--- config.mk ---
export PLATFORM = sky130hd
export DESIGN_NAME = fp8_to_linear_decoder
export DESIGN_NICKNAME = d
export VERILOG_FILES = /design/src/rtl/fp8_to_linear_decoder_pkg.sv /design/src/rtl/fp8_to_linear_decoder_sign_apply.sv /design/src/rtl/fp8_to_linear_decoder.sv
export SDC_FILE = /design/constraint.sdc
export NUM_CORES = 1
export LEC_CHECK = 0
export BUFFER_PORTS_ARGS = -buffer_cell sky130_fd_sc_hd__buf_4
export CORE_MARGIN = 5
export CORE_UTILIZATION = 47
export CTS_CLUSTER_DIAMETER = 30
export DETAILED_ROUTE_END_ITERATION = 7
export GPL_TIMING_DRIVEN = 1
export MAX_ROUTING_LAYER = met4
export PLACE_DENSITY = 0.69
export SLEW_MARGIN = 20
export SYNTH_ARGS = -nofsm -noshare
export SYNTH_HDL_FRONTEND = slang
export SYNTH_SLANG_ARGS = --single-unit
export TNS_END_PERCENT = 5
--- constraint.sdc ---
create_clock -name clk -period 1.8 [get_ports clk]
set_input_delay 0.36 -clock clk [delete_from_list [all_inputs] [get_ports clk]]
set_output_delay 0.36 -clock clk [all_outputs]
set_load 0.005 [all_outputs]
--- src/rtl/fp8_to_linear_decoder_pkg.sv ---
// ---------------------------------------------------------------------------
// fp8_pkg
//   Shared definitions for the FP8 <-> linear conversion blocks (encoder and
//   decoder). Holds the default field widths, the packed FP8 word layout and
//   the decoder state encoding.
// ---------------------------------------------------------------------------
package fp8_pkg;

  localparam int unsigned FP8_EXP_W  = 3;
  localparam int unsigned FP8_MANT_W = 4;
  localparam int unsigned FP8_DATA_W = 12;

  // Largest decoded magnitude: full significand shifted by the largest exponent.
  localparam int unsigned FP8_MAX_MAG = ((1 << FP8_MANT_W) - 1) << ((1 << FP8_EXP_W) - 1);

  typedef struct packed {
    logic                  sign;
    logic [FP8_EXP_W-1:0]  exp;
    logic [FP8_MANT_W-1:0] sig;
  } fp8_t;

  typedef enum logic [1:0] {
    IDLE  = 2'd0,
    SHIFT = 2'd1,
    DONE  = 2'd2
  } state_t;

endpackage

--- src/rtl/fp8_to_linear_decoder_sign_apply.sv ---
// ---------------------------------------------------------------------------
// fp8_sign_apply
//   Combinational conditional two's-complement negate. Shared by the decoder
//   output path and the encoder sign path.
//   Ports:
//     i_neg  - negate when high
//     i_mag  - W-bit unsigned magnitude
//     o_val  - i_mag or -i_mag (W-bit two's complement); -0 yields 0
// ---------------------------------------------------------------------------
module fp8_sign_apply #(
  parameter int unsigned W = 12
) (
  input  logic         i_neg,
  input  logic [W-1:0] i_mag,
  output logic [W-1:0] o_val
);

  always_comb begin
    o_val = i_mag;
    if (i_neg) begin
      o_val = '0 - i_mag;
    end
  end

endmodule

--- src/rtl/fp8_to_linear_decoder.sv ---
// ---------------------------------------------------------------------------
// fp8_to_linear_decoder
//   Expands an FP8 word {S, E, F} into the linear two's-complement value
//   D = (-1)^S * F * 2^E. No implicit leading bit: F is taken literally.
//   Valid/ready handshake on both sides; one word in flight at a time.
//
//   Build option (macro FP8_DECODER_BARREL_EN):
//     undefined - iterative shifter, IDLE -> SHIFT -> DONE, latency E+2
//     defined   - single-cycle barrel shift, IDLE -> DONE, latency 1
//
//   Parameters: EXP_W, MANT_W, DATA_W. DATA_W-1 >= MANT_W + 2^EXP_W - 1 is
//   required so the largest magnitude and its negation both fit.
//
//   Ports:
//     clk       - rising-edge clock
//     rst_n     - asynchronous active-low reset
//     in_valid  - input word present
//     in_ready  - decoder can accept a word (IDLE only)
//     in_sign   - S
//     in_exp    - E
//     in_sig    - F
//     out_valid - out_data is valid
//     out_ready - consumer takes out_data
//     out_data  - decoded linear value D
// ---------------------------------------------------------------------------
module fp8_to_linear_decoder
  import fp8_pkg::*;
#(
  parameter int unsigned EXP_W  = FP8_EXP_W,
  parameter int unsigned MANT_W = FP8_MANT_W,
  parameter int unsigned DATA_W = FP8_DATA_W
) (
  input  logic              clk,
  input  logic              rst_n,
  input  logic              in_valid,
  output logic              in_ready,
  input  logic              in_sign,
  input  logic [EXP_W-1:0]  in_exp,
  input  logic [MANT_W-1:0] in_sig,
  output logic              out_valid,
  input  logic              out_ready,
  output logic [DATA_W-1:0] out_data
);

  state_t              r_state;
  state_t              w_next_state;
  logic                w_in_ready;
  logic [DATA_W-1:0]   r_out_data;
  logic                r_out_valid;
  logic [DATA_W-1:0]   w_sig_ext;
  logic [DATA_W-1:0]   w_mag;
  logic                w_neg;
  logic [DATA_W-1:0]   w_signed;

  assign w_sig_ext = {{(DATA_W-MANT_W){1'b0}}, in_sig};

`ifdef FP8_DECODER_BARREL_EN
  // Sign and shift are applied straight from the input word on the accept edge.
  assign w_mag = w_sig_ext << in_exp;
  assign w_neg = in_sign;
`else
  logic [DATA_W-1:0] r_mag;
  logic [EXP_W-1:0]  r_cnt;
  logic              r_sgn;

  assign w_mag = r_mag;
  assign w_neg = r_sgn;
`endif

  fp8_sign_apply #(
    .W (DATA_W)
  ) u_sign_apply (
    .i_neg (w_neg),
    .i_mag (w_mag),
    .o_val (w_signed)
  );

  // State register.
  always_ff @(posedge clk or negedge rst_n) begin
    if (!rst_n) begin
      r_state <= IDLE;
    end else begin
      r_state <= w_next_state;
    end
  end

  // Next-state and handshake decode.
  always_comb begin
    w_next_state = r_state;
    w_in_ready   = 1'b0;
    case (r_state)
      IDLE: begin
        w_in_ready = 1'b1;
        if (in_valid) begin
`ifdef FP8_DECODER_BARREL_EN
          w_next_state = DONE;
`else
          w_next_state = SHIFT;
`endif
        end
      end
`ifndef FP8_DECODER_BARREL_EN
      SHIFT: begin
        if (r_cnt == '0) begin
          w_next_state = DONE;
        end
      end
`endif
      DONE: begin
        if (out_ready) begin
          w_next_state = IDLE;
        end
      end
      default: begin
        w_next_state = IDLE;
      end
    endcase
  end

  // Datapath.
  always_ff @(posedge clk or negedge rst_n) begin
    if (!rst_n) begin
      r_out_data  <= '0;
      r_out_valid <= 1'b0;
`ifndef FP8_DECODER_BARREL_EN
      r_mag       <= '0;
      r_cnt       <= '0;
      r_sgn       <= 1'b0;
`endif
    end else begin
      case (r_state)
        IDLE: begin
          if (in_valid) begin
`ifdef FP8_DECODER_BARREL_EN
            r_out_data  <= w_signed;
            r_out_valid <= 1'b1;
`else
            r_mag <= w_sig_ext;
            r_cnt <= in_exp;
            r_sgn <= in_sign;
`endif
          end
        end
`ifndef FP8_DECODER_BARREL_EN
        SHIFT: begin
          if (r_cnt != '0) begin
            r_mag <= r_mag << 1;
            r_cnt <= r_cnt - EXP_W'(1);
          end else begin
            r_out_data  <= w_signed;
            r_out_valid <= 1'b1;
          end
        end
`endif
        DONE: begin
          if (out_ready) begin
            r_out_valid <= 1'b0;
          end
        end
        default: begin
        end
      endcase
    end
  end

  assign in_ready  = w_in_ready;
  assign out_valid = r_out_valid;
  assign out_data  = r_out_data;

endmodule

==> summary.md, run 1 <==
| Metric | Value |
|---|---|
| Tot Pwr | 3.39 mW |
| Critical Path End Type | flop |
| Total track usage | 0.164 |
| Distinct cells, synth | 34 |
| RSZ-0062 raised after global routing | no |
| Post-synthesis cell count | 169 |
| Post-Place Cells | 232 |
| Via count | 1226 |
| Core outline area | 0.00310 sq mm |
| CTS clk-pin slew, worst paths | 0.10 ns |
| PortBufs | 25 |
| Slew Limit Fails | 0 |
| Root buffer cell | clkbuf_4 |
| Reg2Reg Depth | 7 |
| Fin area | 0.00184 sq mm |
| Leakage power | 0.840 nW |
| Antenna Cells | 0 |
| First-pass GRT wire length | 5.38 mm |
| Mapped Avg Cell Area | 9.18 sq um |
| Minimum clock period after layout | 1.66 ns |
| Largest net degree at the start of global routing | 32 |
| Maximum clock insertion buffer count | 2 |
| Min-Delay Path Depth | 2 |
| Die X | 67.5 um |
| Worst-Margin Slew | 0.425 ns |
| Initial antenna violation count | 0 |
| Vias in the first global route | 1199 |
| Synth area leaders | dfrtp_1, nand2_1, o21ai_1 |
| Filler cell count | 305 |
| HPWL after detailed placement | 2.25 mm |
| Startpoint types | flop |
| Pre-Repair DR Iteration Count | 4 |
| Critical Path Fanout Max | 11 |
| Syn Nets | 184 |
| Num ports | 26 |
| Post-CTS Setup Inserts | 0 |
| Register area | 776 sq um |
| Num CTS Buffers | 5 |
| Leading area contributor after synthesis | dfrtp_1 |
| DR vias/cell | 5.11 |
| Worst-skew pair later-pin latency | 0.33 ns |
| Die Ht | 67.5 um |
| Fin nets | 211 |
| Share of layout cells above drive strength 1 | 0.224 |
| WS Path Type | flop to flop |
| Register area share after synthesis | 0.500 |
| Rows | 20 |
| DRT iter0 DRCs | 45 |
| Commonest non-fill, non-tap cells in the layout | nand2_1, dfrtp_1, buf_4, o21ai_1 |
| Clock skew | 0.0118 ns |
| Fin crit share | 0.925 |
| Most common cell after layout, fill and taps aside | nand2_1 |
| CTS tree | done |
| Final Hold Vio Count | 0 |
| Worst vdd ir | 0.00103 V |
| Mapped cell area | 0.00155 sq mm |
| Worst rel slew slack | 0.714 |
| Starting Density | 0.500 |
| Status | finished, final reports clean |
| H-tree depth | 2 |
| Grt ovf | 0 |
| Critical Path RT | 2.06 ns |
| Setup-failing EPs final | 0 |
| Placed Area | 0.00177 sq mm |
| #FFs+latches synth | 31 |
| # DRC | 0 |
| Layout area overhead | 18.5% |
| Yosys top cell area share | 0.500 |
| F_max | 601 MHz |
| Synthesis Warnings | 0 |
| Non-Filler Instances | 240 |
| Power Density | 1840 mW/mm^2 |
| Setup TNS | 0 ns |
| Die area | 0.00455 sq mm |
| RD Place Congestion | 0.784 |
| Sink Count | 31 |
| Drt wl/cell | 12.6 um |
| Final antenna-violating net count | 0 |
| Area occupied by multi-input gates | 706 sq um |
| Hold Path Class | primary input to flop |
| Arrival @ worst endpoint | 1.93 ns |
| Max-cap violations | 0 |
| Drt total wl | 3.04 mm |
## cells in the mapped netlist (all sizes together)
library cell / count
nor2: 9
mux2i: 1
o21ai: 28
dfrtp: 31
nand2b: 3
o311ai: 1
ha: 3
nor4b: 1
nor4: 3
a21o: 1
nor2b: 1
inv: 7
nor3: 2
buf: 8
clkbuf: 1
xor2: 2
nand3: 3
a211oi: 1
a21oi: 7
o41ai: 1
and2b: 1
xnor2: 7
and2: 1
nand2: 37
a31oi: 6
a211o: 1
mux2: 1
or2: 1
## final timing paths
kind	startpoint	end	slack, ns
setup / recovery	r_cnt[0]	r_cnt[0]	0.14
hold / removal	out_ready	r_state[1]	0.23
setup reg to reg	r_cnt[0]	r_cnt[0]	0.14
hold reg to reg	out_data[9]	out_data[9]	0.48
max in group asynchronous	rst_n	out_data[9]	1.02
min in group asynchronous	rst_n	r_cnt[2]	0.48
## area by class of cell
class | count | share of cell area
repair buffers | 29 | 0.120
clock inverters | 1 | 0.00272
multi-input cells | 122 | 0.384
well taps | 44 | 0.0299
inverters | 7 | 0.0143
flip-flops and latches | 31 | 0.422
clock buffers | 6 | 0.0279
## kinds of logic after synthesis
| family | share of synthesized area |
|---|---|
| buffers and inverters | 0.0452 |
| AOI/OAI and AO/OA | 0.171 |
| muxes | 0.0137 |
| and+or+nand+nor | 0.195 |
| DFF | 0.500 |
| adders and majority gates | 0.0242 |
| xor gates and xnor gates | 0.0508 |
## routing by layer
layer	track usage	up-vias	share of wire
met5	-	-	0
met4	0.0810	0	0.022
met3	0.0399	7	0.049
met2	0.261	29	0.49
met1	0.194	558	0.43
li1	-	632	-
## timing repair
| action | in CTS | in global routing |
|---|---|---|
| setup endpoints to repair | 0 | 0 |
| endpoints found under the hold margin | 31 | 0 |
| gates resized for setup | 0 | 0 |
| hold buffers | 1 | 0 |
## critical path, cell delays in order, from the launching register on
cell     delay [ns]
dfrtp_1        0.38
inv_1          0.07
ha_1           0.18
nor2b_2        0.16
a211o_1        0.35
inv_2          0.16
o21ai_0        0.14
o21ai_1        0.15
## state kept, by name, indices dropped and copies added, names as in the netlist
| name | count |
|---|---|
| r_cnt | 3 |
| r_state | 2 |
| r_sgn | 1 |
| out_valid | 1 |
| r_mag | 12 |
| out_data | 12 |
## through the flow
step / setup slack, ns / hold slack [ns] / util
after floorplan: 0.216 / 0.0644 / -
after global placement: 0.261 / 0.305 / 0.571
after detailed placement: 0.139 / 0.313 / 0.571
after CTS: 0.113 / 0.224 / 0.593
after global routing: 0.0371 / 0.219 / 0.593
final: 0.135 / 0.229 / 0.593
## report_power, final
| part | switching [mW] | total, mW | internal, mW |
|---|---|---|---|
| registers | 0.360 | 1.36 | 1.00 |
| logic | 0.846 | 1.62 | 0.773 |
| clock network | 0.229 | 0.410 | 0.181 |
| total | 1.44 | 3.39 | 1.95 |
No activity file was read; power rests on OpenSTA's default activity.
==> run 2, diff against run 1 <==
--- a/config.mk
+++ b/config.mk
@@ -12,9 +12,10 @@
 export DETAILED_ROUTE_END_ITERATION = 7
 export GPL_TIMING_DRIVEN = 1
 export MAX_ROUTING_LAYER = met4
-export PLACE_DENSITY = 0.69
+export PLACE_DENSITY = 0.68
 export SLEW_MARGIN = 20
 export SYNTH_ARGS = -nofsm -noshare
 export SYNTH_HDL_FRONTEND = slang
+export SYNTH_HIERARCHICAL = 1
 export SYNTH_SLANG_ARGS = --single-unit
 export TNS_END_PERCENT = 5
==> run 2 against run 1 <==
Net effect: global-route usage fell by 1.2 points; via count down 4.1%; critical endpoint is now out_data[9]; combinational power increased by 45%; register-to-register slack got worse by 0.07 ns; clock skew shrank 0.0014 ns; final cell count is 2.9% lower; hold slack worse by 0.041 ns; area after synthesis is 6.3% higher; largest cell class is now multi-input gates; critical path depth fell by 3; total power up 23%.
==> summary.md, run 2 <==
| Metric | Value |
|---|---|
| Crit path to | out_data[9] |
| Largest net degree at the start of global routing | 32 (unchanged) |
| Sink Count | 31 (unchanged) |
| Antenna Cells | 0 (unchanged) |
| Core outline area | 0.00336 sq mm (+8.4%) |
| Minimum clock period after layout | 1.74 ns (+0.0741 ns) |
| Max incr delay on CP | 0.58 ns (+0.20 ns) |
| Maximum clock insertion buffer count | 2 (unchanged) |
| Met1 WL | 1.54 mm (+17%) |
| Leakage power | 0.976 nW (+16%) |
| Worst-skew pair later-pin latency | 0.34 ns (about the same) |
| HPWL after detailed placement | 2.43 mm (+8.1%) |
| Post-synthesis cell count | 144 (-15%) |
| Most common cell after layout, fill and taps aside | buf_4 |
| Reg2Reg Depth | 4 (-3) |
| Critical Path Fanout Max | 4 (-7) |
| Met3 WL | 161 um (+7.3%) |
| Via count | 1176 (-4.1%) |
| Max-cap violations | 0 (unchanged) |
| Top Metal Used | met4 |
| Asr flop ratio synth | 1.00 (unchanged) |
| Die Ht | 69.2 um (+2.6%) |
| Drt wl/cell | 14.1 um (+12%) |
| Reg power frac | 0.300 (-0.101) |
| Leading area contributor after synthesis | dfrtp_1 |
| Worst R2R Setup Slack | 0.06 ns (-0.07 ns) |
| Commonest non-fill, non-tap cells in the layout | buf_4, dfrtp_1, mux2_2, inv_1, nand2_1 |
| # DRC | 0 (unchanged) |
| RSZ-0062 raised after global routing | yes |
| Setup-failing EPs final | 0 (unchanged) |
| Sw Ratio | 0.371 (-0.0522) |
| Mapped Avg Cell Area | 11.5 sq um (+25%) |
| Initial antenna violation count | 0 (unchanged) |
| Vias in the first global route | 1208 (+0.75%) |
| Fin crit share | 0.966 (+0.0412) |
| Root buffer cell | clkbuf_4 |
| Most common cell in the netlist | dfrtp_1 |
| Num ports | 26 (unchanged) |
| Die X | 69.2 um (+2.6%) |
| First-pass GRT wire length | 5.66 mm (+5.2%) |
| Share of layout cells above drive strength 1 | 0.428 (+0.203) |
| Hold Path Class | primary input to flop |
| PortBufs | 25 (unchanged) |
| Worst-path cell chain | or4_4 > o41ai_2 > xnor2_1 > mux2_2 |
| Rows | 21 (+5.0%) |
| Final Hold Vio Count | 0 (unchanged) |
| Int Power | 2.63 mW (+35%) |
| Predominant post-synthesis flop cell | dfrtp_1 |
| RD Place Congestion | 0.794 (+1.3%) |
| Drt total wl | 3.30 mm (+8.6%) |
| Register area share after synthesis | 0.470 (-0.0296) |
| Post-Place Cells | 222 (-4.3%) |
| WS Path Type | flop to flop |
| Switching power | 1.55 mW (+8.2%) |
| Reg-to-Reg Start | r_mag[3] |
| Startpoint types | flop |
| Crit. Startpoint | r_mag[3] |
| Filler cell count | 307 (+0.66%) |
| H-tree depth | 2 (unchanged) |
| Die area | 0.00479 sq mm (+5.3%) |
| F_max | 575 MHz (-4.3%) |
| Syn Nets | 159 (-14%) |
| Worst vdd ir | 0.000982 V (-4.6%) |
| Clock Power Share | 0.138 (+0.017) |
| DRT iter0 DRCs | 86 (+91%) |
| Post-synth top cells | dfrtp_1, mux2_2, inv_1 |
| Layout area overhead | 27.9% |
| Mapped cell area | 0.00165 sq mm (+6.3%) |
| Status | finished, final reports clean |
| CTS tree | done |
| Num CTS Buffers | 5 (unchanged) |
| Worst rel slew slack | 0.638 (-0.0761) |
| Yosys top cell area share | 0.470 (-0.0296) |
| Distinct cells, synth | 34 (unchanged) |
| Clock skew | 0.0105 ns (-0.00136 ns) |
| Post-synth EDFFs | 0 (unchanged) |
| CTS clk-pin slew, worst paths | 0.11 ns (about the same) |
| Pre-Repair DR Iteration Count | 4 (unchanged) |
| Non-Filler Instances | 233 (-2.9%) |
| Slew Limit Fails | 0 (unchanged) |
| Starting Density | 0.490 (-0.00967) |
| Critical Path RT | 2.02 ns (-0.04 ns) |
| Grt ovf | 0 (unchanged) |
| Arrival @ worst endpoint | 1.96 ns (+0.03 ns) |
| Power Density | 1980 mW/mm^2 (+7.6%) |
| Comb power frac | 0.562 (+0.084) |
| Critical Path End Type | flop |
| Final antenna-violating net count | 0 (unchanged) |
| #FFs+latches synth | 31 (unchanged) |
| Synthesis Warnings | 6 (+6) |
| Worst-Margin Slew | 0.543 ns (+0.117 ns) |
| Total track usage | 0.152 (-0.0125) |
| CP max-delay cell | or4_4 |
| Met2 wire length | 1.55 mm (+3.3%) |
| Setup TNS | 0 ns (unchanged) |
| Fin nets | 201 (-4.7%) |
| Synth area leaders | dfrtp_1, mux2_2, mux2i_1 |
| DR vias/cell | 5.05 (-1.2%) |
| Worst r2r dst | out_data[9] |
## run 2: changes by cell type after synthesis, moves of 4 or more
cell / before / now
a21oi_1: 6 / 1
a31oi_1: 6 / 0
buf_2: 8 / 3
inv_1: 6 / 14
mux2_2: 1 / 19
mux2i_1: 1 / 9
nand2_1: 36 / 12
nor2_1: 9 / 3
o21ai_1: 19 / 0
o31ai_1: 0 / 4
## run 2: through the flow
| step | hold WS [ns] | setup WS (ns) | instance area, sq um | total power, mW | util |
|---|---|---|---|---|---|
| floorplan | 0.0644 | 0.0724 | 1650 | 2.74 | - |
| global placement | 0.312 | 0.0371 | 1960 | 3.38 | 0.582 |
| detailed placement | 0.323 | -0.0659 | 1960 | 3.45 | 0.582 |
| CTS | 0.177 | 0.0101 | 2080 | 4.12 | 0.617 |
| global route | 0.183 | -0.0323 | 2110 | 4.50 | 0.627 |
| finish | 0.188 | 0.0611 | 2110 | 4.18 | 0.627 |
## run 2: how the worst min path moves through the flow
stage / from / end / slack, ns / cells past startpoint
after detailed placement: rst_n / r_cnt[0] / 0.32 / 1
after CTS: out_ready / r_state[1] / 0.18 / 2
final: out_ready / r_state[1] / 0.19 / 2
after global placement: rst_n / r_cnt[1] / 0.31 / 1
after global routing: out_ready / r_state[1] / 0.18 / 2
after floorplan: rst_n / out_data[0] / 0.06 / 0
## run 2: logic make-up after synthesis
kind of cell,after synthesis,share of synthesized area
adders and majority gates,3,0.0228
DFF,31,0.470
muxes,28,0.184
AOI/OAI and AO/OA,21,0.110
and+or+nand+nor,29,0.0979
buffers and inverters,22,0.0615
xor gates and xnor gates,10,0.0531
## run 2: critical path, delay by kind of cell, from the launching register on
family / cells / cell delay [ns]
mux: 1 / 0.26
xor+xnor: 1 / 0.10
flops: 1 / 0.42
compound gates: 1 / 0.26
simple gates: 1 / 0.58
## run 2: cell type report
type                       instances  area [sq um]  area share
sequential                        31           776       0.368
tap                               46          57.6      0.0273
inverter                          14          52.6      0.0249
timing repair buffer              43           325       0.154
multi-input combinational         91           812       0.385
clock inverter                     2          35.0      0.0166
clock buffer                       6          51.3      0.0243
## run 2: timing repair
action                     in CTS  in global routing
gates resized for setup         4                  4
setup endpoints to repair       2                 20
buffers inserted                0                  2
hold buffers                    1                  0
pin swaps                       0                  4
hold endpoints to repair       31                  0
## run 2: metal layers
metal	global-route usage	up-vias
met2	0.221	26
li1	-	577
met3	0.0522	6
met4	0.0521	0
met1	0.197	567
met5	-	-
## run 2: power by group through the flow
stage          sequential [mW]  combinational [mW]  clock (mW)
2_1_floorplan             1.23                1.50           0
3_3_place_gp              1.24                2.14           0
3_5_place_dp              1.26                2.20           0
4_1_cts                   1.25                2.28       0.589
5_1_grt                   1.29                2.57       0.629
6_report                  1.25                2.35       0.577
==> run 3, diff against run 2 <==
==> constraint.sdc (replaced) <==
create_clock -name clk -period 1.8 [get_ports clk]
set_input_delay 0.36 -clock clk [delete_from_list [all_inputs] [get_ports clk]]
set_output_delay 0.36 -clock clk [all_outputs]
set_load 0.1 [all_outputs]
==> run 3 against run 2 <==
Net effect: the flow now finishes with violations (negative setup slack); non-clock buffer count down 2; clock skew down 0.0057 ns; critical path depth up 2; utilization down 0.78 points; maximum frequency down 4.2%; final area down 1.2%; final cell count down 1.7%; hold slack better by 0.017 ns; via count up 1.0%; first-iteration DRC count down 17%; clock-buffer cell count unchanged; critical path type unchanged; largest cell class unchanged.
==> summary.md, run 3 (synthesis gave the netlist of run 2 again) <==
| Metric | Value |
|---|---|
| Worst-skew pair later-pin latency | 0.33 ns (about the same) |
| # DRC | 0 (unchanged) |
| Final antenna-violating net count | 0 (unchanged) |
| Pre-Repair DR Iteration Count | 4 (unchanged) |
| Worst Slack Setup Final | -0.0147 ns (-0.0758 ns) |
| Starting Density | 0.490 (unchanged) |
| Final Hold Vio Count | 0 (unchanged) |
| Num ports | 26 (unchanged) |
| Fin nets | 199 (-1.0%) |
| Minimum clock period after layout | 1.81 ns (+0.0758 ns) |
| Critical Path End Type | flop |
| Setup-failing EPs final | 1 (+1) |
| Setup TNS | -0.0147 ns (-0.0147 ns) |
| Fin crit share | 1.01 (+0.0421) |
| Most common cell after layout, fill and taps aside | buf_4 |
| Post-Place Cells | 222 (unchanged) |
| Hold Path Class | primary input to flop |
| Max-cap violations | 0 (unchanged) |
| CTS tree | done |
| Startpoint types | flop |
| DRT iter0 DRCs | 71 (-17%) |
| Critical Path Fanout Max | 4 (unchanged) |
| WS Path Type | flop to flop |
| Area occupied by multi-input gates | 838 sq um (+3.2%) |
| Non-Filler Instances | 229 (-1.7%) |
| Rows | 21 (unchanged) |
| Sink Count | 31 (unchanged) |
| DR vias/cell | 5.19 (+2.8%) |
| Fin util | 0.619 (-0.00781) |
| H-tree depth | 2 (unchanged) |
| Die X | 69.2 um (unchanged) |
| Worst-Margin Slew | 0.553 ns (+0.0101 ns) |
| Die area | 0.00479 sq mm (unchanged) |
| Placed Area | 0.00197 sq mm (+0.38%) |
| Fin area | 0.00208 sq mm (-1.2%) |
| Grt ovf | 0 (unchanged) |
| Maximum clock insertion buffer count | 2 (unchanged) |
| Core outline area | 0.00336 sq mm (unchanged) |
| Root buffer cell | clkbuf_4 |
| Initial antenna violation count | 0 (unchanged) |
| Total track usage | 0.149 (-0.00251) |
| Filler cell count | 300 (-2.3%) |
| CTS clk-pin slew, worst paths | 0.09 ns (-0.02 ns) |
| Arrival @ worst endpoint | 2.04 ns (+0.08 ns) |
| Status | finished with violations |
| Register area | 776 sq um (unchanged) |
| Via count | 1188 (+1.0%) |
| Clock skew | 0.00474 ns (-0.00575 ns) |
| Largest net degree at the start of global routing | 32 (unchanged) |
| Critical Path RT | 2.02 ns (about the same) |
| Antenna Cells | 0 (unchanged) |
| Commonest non-fill, non-tap cells in the layout | buf_4, dfrtp_1, mux2_2, inv_1, nand2_1 |
| Drt total wl | 3.40 mm (+3.1%) |
| RD Place Congestion | 0.758 (-4.5%) |
| Layout area overhead | 26.3% |
| Failing checks | negative setup slack |
| F_max | 551 MHz (-4.2%) |
| HPWL after detailed placement | 2.45 mm (+0.88%) |
| Die Ht | 69.2 um (unchanged) |
| PortBufs | 25 (unchanged) |
| RSZ-0062 raised after global routing | yes |
| Worst rel slew slack | 0.632 (-0.00671) |
| First-pass GRT wire length | 5.57 mm (-1.7%) |
| Slew Limit Fails | 0 (unchanged) |
| Share of layout cells above drive strength 1 | 0.421 (-0.00704) |
| Num CTS Buffers | 5 (unchanged) |
| Vias in the first global route | 1220 (+0.99%) |
| Drt wl/cell | 14.8 um (+4.9%) |
==> run 3: changes by cell type in the layout (fill, tap and decap cells not counted) <==
cell,before,now
clkbuf_8,1,0
buf_6,0,2
nor2_1,2,1
nand2b_1,4,3
buf_4,42,38
o41ai_4,0,1
clkbuf_1,0,1
nand2b_4,0,1
o41ai_2,2,1
nor2_4,0,1
clkinv_2,1,0
bufinv_16,1,0
==> run 3: final cells by class <==
cell class | count | area share
Multi-Input combinational cell | 91 | 0.402
Sequential cell | 31 | 0.372
Timing Repair Buffer | 41 | 0.153
Tap cell | 46 | 0.0276
Inverter | 14 | 0.0252
Clock buffer | 6 | 0.0198
==> run 3: timing repair <==
item / CTS / global route
setup endpoints to repair: 2 / 21
resized for setup: 0 / 12
endpoints found under the hold margin: 31 / 0
pin swaps: 0 / 2
buffers inserted: 0 / 0
hold buffers: 1 / 0
==> run 3: critical path: stages, from the launching register on <==
cell and delay, ns:
dfrtp_1 0.43, inv_1 0.07, ha_1 0.14, or3b_4 0.43
o31ai_4 0.28, xnor2_1 0.10, mux2_2 0.26
==> run 3: final timing paths <==
check	from	endpoint	slack (ns)	depth (start not counted)
max in group asynchronous	rst_n	r_mag[10]	1.03	2
worst min register to register	out_data[0]	out_data[0]	0.51	1
worst min-delay path	out_ready	r_state[1]	0.21	2
worst max register to register	r_mag[0]	out_data[10]	-0.01	6
worst max-delay path	r_mag[0]	out_data[10]	-0.01	6
min in group asynchronous	rst_n	r_cnt[1]	0.48	2
==> run 3: through the flow <==
step                      worst slack [ns]  hold slack, ns
after floorplan                     0.0716          0.0644
after global placement              0.0319           0.313
after detailed placement           -0.0121           0.318
after CTS                          -0.0297           0.187
after global routing               -0.0858           0.208
final                              -0.0147           0.205
==> run 3: per-layer routing <==
layer / share of wire / global-route usage
met5: 0 / -
met2: 0.48 / 0.229
met1: 0.45 / 0.183
met4: 0.021 / 0.0781
met3: 0.042 / 0.0348
Power of run 3 is left out: the tool's default activity adds up to more than one toggle a clock period on the data nets, which glitch-free logic cannot reach.
